--- config.mk ---
export PLATFORM = sky130hd
export DESIGN_NAME = sha256_msg_schedule_flat
export DESIGN_NICKNAME = d
export VERILOG_FILES = /design/src/rtl/sha256_msg_schedule_if.sv /design/src/rtl/sha256_msg_schedule.sv /design/src/flat_wrapper.sv
export SDC_FILE = /design/constraint.sdc
export NUM_CORES = 2
export LEC_CHECK = 0
export BUFFER_PORTS_ARGS = -buffer_cell sky130_fd_sc_hd__buf_2
export CAP_MARGIN = 20
export CORE_ASPECT_RATIO = 0.75
export CORE_MARGIN = 3
export CORE_UTILIZATION = 60
export DETAILED_ROUTE_END_ITERATION = 10
export PLACE_DENSITY = 0.87
export SLEW_MARGIN = 0
export SYNTH_ARGS = -nofsm -noshare
export SYNTH_HDL_FRONTEND = slang
export SYNTH_SLANG_ARGS = --single-unit
--- constraint.sdc ---
create_clock -name clk -period 10.9 [get_ports clk]
set_clock_uncertainty 0.1 [all_clocks]
set_input_delay 1.09 -clock clk [delete_from_list [all_inputs] [get_ports clk]]
set_output_delay 1.09 -clock clk [all_outputs]
set_load 0.03 [all_outputs]
--- src/rtl/sha256_msg_schedule_if.sv ---
// Load/stream bundle for the SHA-256 message-schedule expander.
// The slave modport is the expander; the master side loads blocks and consumes words.
interface sha256_msg_schedule_if;
  logic         start;
  logic [511:0] block_in;
  logic         w_ready;
  logic         w_valid;
  logic [31:0]  w_out;
  logic [5:0]   w_idx;
  logic         busy;
  logic         done;

  modport master (output start, block_in, w_ready,
                  input  w_valid, w_out, w_idx, busy, done);
  modport slave  (input  start, block_in, w_ready,
                  output w_valid, w_out, w_idx, busy, done);
endinterface

--- src/rtl/sha256_msg_schedule.sv ---
// SHA-256 message schedule: loads a 512-bit block and streams W[0..NUM_WORDS-1],
// one word per accepted handshake, expanding W[16..] from a 16-word sliding window.
module sha256_msg_schedule #(
  parameter int NUM_WORDS = 64
) (
  input  logic                 clk,
  input  logic                 rst_n,
  sha256_msg_schedule_if.slave bus
);
  localparam logic [5:0] LAST = 6'(NUM_WORDS - 1);

  typedef enum logic {IDLE, RUN} state_t;

  state_t            state, state_nx;
  logic [15:0][31:0] r;
  logic [5:0]        t;
  logic              done_q;
  logic              hs, last;
  logic [31:0]       w_new;

  function automatic logic [31:0] ror(input logic [31:0] x, input int unsigned n);
    return (x >> n) | (x << (32 - n));
  endfunction

  function automatic logic [31:0] sig0(input logic [31:0] x);
    return ror(x, 7) ^ ror(x, 18) ^ (x >> 3);
  endfunction

  function automatic logic [31:0] sig1(input logic [31:0] x);
    return ror(x, 17) ^ ror(x, 19) ^ (x >> 10);
  endfunction

  assign hs    = (state == RUN) && bus.w_ready;
  assign last  = (t == LAST);
  // window slot 15 receives W[t+16]; slots 0/1/9/14 are W[t], W[t+1], W[t+9], W[t+14]
  assign w_new = sig1(r[14]) + r[9] + sig0(r[1]) + r[0];

  always_ff @(posedge clk or negedge rst_n) begin
    if (!rst_n) state <= IDLE;
    else        state <= state_nx;
  end

  always_comb begin
    state_nx = state;
    case (state)
      IDLE: if (bus.start) state_nx = RUN;
      RUN:  if (hs && last) state_nx = IDLE;
      default: state_nx = IDLE;
    endcase
  end

  always_ff @(posedge clk or negedge rst_n) begin
    if (!rst_n) begin
      r      <= '0;
      t      <= '0;
      done_q <= 1'b0;
    end else begin
      done_q <= hs && last;
      if (state == IDLE && bus.start) begin
        for (int i = 0; i < 16; i++) r[i] <= bus.block_in[511-32*i -: 32];
        t <= '0;
      end else if (hs && !last) begin
        r <= {w_new, r[15:1]};
        t <= t + 6'd1;
      end
    end
  end

  // Every output is a direct register tap; w_ready never reaches them combinationally.
  always_comb begin
    bus.w_valid = (state == RUN);
    bus.busy    = (state == RUN);
    bus.w_out   = r[0];
    bus.w_idx   = t;
    bus.done    = done_q;
  end
endmodule

--- src/flat_wrapper.sv ---
// flat-port wrapper written by rule: the top's interface ports become plain ports
module sha256_msg_schedule_flat 
#(
  parameter int NUM_WORDS = 64
)
  (clk, rst_n, bus_start, bus_block_in, bus_w_ready, bus_w_valid, bus_w_out, bus_w_idx, bus_busy, bus_done);
  sha256_msg_schedule_if bus_i ();
  input  logic clk;
  input  logic rst_n;
  input wire logic [$bits(bus_i.start)-1:0] bus_start;
  input wire logic [$bits(bus_i.block_in)-1:0] bus_block_in;
  input wire logic [$bits(bus_i.w_ready)-1:0] bus_w_ready;
  output wire logic [$bits(bus_i.w_valid)-1:0] bus_w_valid;
  output wire logic [$bits(bus_i.w_out)-1:0] bus_w_out;
  output wire logic [$bits(bus_i.w_idx)-1:0] bus_w_idx;
  output wire logic [$bits(bus_i.busy)-1:0] bus_busy;
  output wire logic [$bits(bus_i.done)-1:0] bus_done;
  assign bus_i.start = bus_start;
  assign bus_i.block_in = bus_block_in;
  assign bus_i.w_ready = bus_w_ready;
  assign bus_w_valid = bus_i.w_valid;
  assign bus_w_out = bus_i.w_out;
  assign bus_w_idx = bus_i.w_idx;
  assign bus_busy = bus_i.busy;
  assign bus_done = bus_i.done;
  sha256_msg_schedule #(.NUM_WORDS(NUM_WORDS)) u_core (.clk(clk), .rst_n(rst_n), .bus(bus_i));
endmodule
==> impl_metrics.tcl <==
set metrics [dict create \
    drt_pass1_iterations 6 \
    status "finished, final reports clean" \
    place.gp.congestion 0.9954 \
    cts_root_buffer "clkbuf_16" \
    async_flop_share_pct 100.0 \
    finalCritPeriodShare_pct 42.82 \
    gr-total-overflow 0 \
    rsz0062_at_grt "no" \
    area.growth.synth_to_final_pct 14.69 \
    worstSetupEndpointType "flop" \
    avgSynthCellArea_um2 8.141 \
    via_per_inst 5.983 \
    cp.arrival_ns 5.07 \
    drt-initial-drc-count 3976 \
    grt_first_pass_wirelength_mm 147.1 \
    worst_setup_path_start_kind "flop" \
    final_layout_size_suffix_gt1_share_pct 18.00 \
    clk_pin_slew_worst_paths_ns 0.07 \
    grt_pass1_vias 24620 \
    finalSetupViolCount 0 \
    post-route-min-period_ns 4.667 \
    num_rows 67 \
    clock.fmax_ghz 0.2143 \
    wl_mm 99.69 \
    fill_cells 3528 \
    p_total_mw 13.01 \
    cap_viol_max_count 0 \
    postRouteAntennaNets 0 \
    drv_slew 0 \
    leakagePower_nw 15.20 \
    finalSetupTns_ns 0 \
    synth_cell_type_count 61 \
    cts.sinks 520 \
    final_cells 4421 \
    pin_count 557 \
    yosys_warnings 0 \
    dp_hpwl_mm 74.66 \
    clk_latency_ns 0.59 \
    hold_viol 0 \
    portBuffers 556 \
    placed_cell_area_um2 30390 \
    grt_use_total_pct 39.74 \
    power_density_nw_per_um2 405.5 \
    final_util_pct 70.76 \
    setup_ws_ns 6.233 \
    synth_fp_nets 4047 \
    synth_cells 3437 \
    slew-limit-headroom_pct 25.96 \
    synth_flop_cell "dfrtp_1" \
    vias 26450 \
    start_util_pct 61.70 \
    clockBufferDepth 3 \
    postCtsHoldBufs 0 \
    crit_required_ns 11.30 \
    die_y_um 193.0 \
    cts_resized 0 \
    cts_setup_buffers 0 \
    worst-path-max-fanout 5 \
    drc 0 \
    design.core.area_um2 45350 \
    preCtsSetupSlack_ns 5.972 \
    finalNetCount 4361 \
    yosysSeqAreaShare_pct 46.50 \
    final_area_um2 32090 \
    vdd_drop_max_mv 0.4840 \
    cts_tree "done" \
    dpl.cell_count 4321 \
    die_x_um 255.4 \
    die_area_um2 49290 \
    routedWlPerCell_um 22.55 \
    htree_levels 2 \
    cts_made_buffers 48 \
    worstMarginPinSlew_ns 1.111 \
    min_path_type "flop to flop" \
    syn_area_um2 27980 \
    synth-seq-cells 520 \
    grt_max_degree 293 \
    setup.worst_path.class "flop to flop" \
    synth_enable_flop_cells 0 \
    whs_ns 0.4083 \
    antenna_found_initial 19 \
]
cell families after synthesis:
group | after synthesis | share of synthesized area, %
mux | 2 | 0.07601
simple gates | 1583 | 21.73
xor+xnor | 146 | 4.570
fa+ha+maj | 94 | 5.867
compound gates | 634 | 14.37
flops | 520 | 46.50
buf+inv | 458 | 6.886
final timing paths:
kind,from,to,slack (ns),depth (start not counted)
worst min-delay path,u_core.r[334]$_DFFE_PN0P_,u_core.r[302]$_DFFE_PN0P_,0.41,2
min in group asynchronous,rst_n,u_core.r[145]$_DFFE_PN0P_,0.44,1
worst max register to register,u_core.r[466]$_DFFE_PN0P_,u_core.r[501]$_DFFE_PN0P_,6.23,17
max in group asynchronous,rst_n,u_core.r[459]$_DFFE_PN0P_,7.97,3
worst min register to register,u_core.r[334]$_DFFE_PN0P_,u_core.r[302]$_DFFE_PN0P_,0.41,2
worst max-delay path,u_core.r[466]$_DFFE_PN0P_,u_core.r[501]$_DFFE_PN0P_,6.23,17
critical path, cell delays in order, from the launching register on:
cell and delay (ns):
dfrtp_1 0.47, xnor2_1 0.17, xnor2_1 0.46, fa_1 0.51
inv_1 0.08, fa_1 0.40, inv_1 0.07, ha_1 0.19
inv_1 0.07, fa_1 0.43, nand2b_1 0.20, a21oi_1 0.25
o21ai_1 0.23, a21oi_1 0.19, nor2b_1 0.10, o21ai_1 0.16
mux2_1 0.34, a21oi_1 0.16
cell usage after synthesis (7+ instances only):
cell / number / area [um^2]
o21ai_0: 21 / 105.1
buf_4: 33 / 247.7
o211ai_1: 9 / 67.56
nor2_1: 518 / 1944
ha_1: 32 / 400.4
nand2_1: 1014 / 3806
xnor2_1: 121 / 1060
nand4_1: 7 / 43.79
a211oi_1: 7 / 52.55
buf_1: 14 / 52.55
clkbuf_1: 213 / 799.5
nand3_1: 12 / 60.06
dfrtp_1: 520 / 13010
inv_1: 141 / 529.3
a31oi_1: 493 / 3084
fa_1: 62 / 1241
o22ai_1: 10 / 62.56
a21o_1: 11 / 82.58
xor2_1: 25 / 219.0
buf_2: 55 / 275.3
a21oi_1: 44 / 220.2
placed cells by master, fill, tap and decap left out, types with 3 or more instances in the layout:
cell type  netlist  final
bufinv_16        0      3
a211oi_1         7      7
buf_4           33     22
o21ai_1          6      6
a21oi_1         44     44
clkbuf_16        0     48
clkbuf_1       213      9
buf_2           55    555
nand2b_1         6      5
xnor2_1        121    121
or3_1            3      3
o21ai_2          3      3
inv_1          141    141
a21o_1          11     11
o22ai_1         10     10
buf_12           0      3
inv_6            0      4
nand3_1         12     12
clkinv_2         0      5
and3_1           5      5
nor3_1           3      3
diode_2          0     11
nand2_1       1014   1013
a31oi_1        493    492
o21ai_0         21     21
fa_1            62     62
xor2_1          25     25
dfrtp_1        520    520
clkbuf_8         0     17
ha_1            32     32
nand4_1          7      7
o211ai_1         9      9
nor2_1         518    518
o21a_1           6      6
where the power goes:
group	internal, mW	switching, mW	leakage, nW
Clock	1.01	0.772	0.820
Sequential	2.49	0.628	5.27
Combinational	3.21	4.91	9.11
Total	6.70	6.31	15.2
flip-flops by register name (all words and copies together), names as in the netlist:
signal            flops
u_core.bus.w_idx      6
u_core.bus.w_out     32
u_core.bus.done       1
u_core.bus.busy       1
u_core.r            480
metal layers:
metal	track usage (%)	vias up	part of all wire (%)
met5	0	-	0.12
met4	18.71	18	5.4
met3	12.55	279	13
met2	57.49	1608	42
met1	55.03	12680	39
li1	-	11870	-
layout make-up:
cell class                      instances  area (um^2)  share of cell area (%)
Inverter                              141        529.3                   1.649
Sequential cell                       520        13010                   40.55
Clock inverter                         14        188.9                  0.5887
Clock buffer                           74         1469                   4.577
Antenna cell                           11        27.53                 0.08577
Timing Repair Buffer                  581         3018                   9.403
Tap cell                              621        777.0                   2.421
Multi-Input combinational cell       2459        13070                   40.73
(Power assumes the default switching activity.)
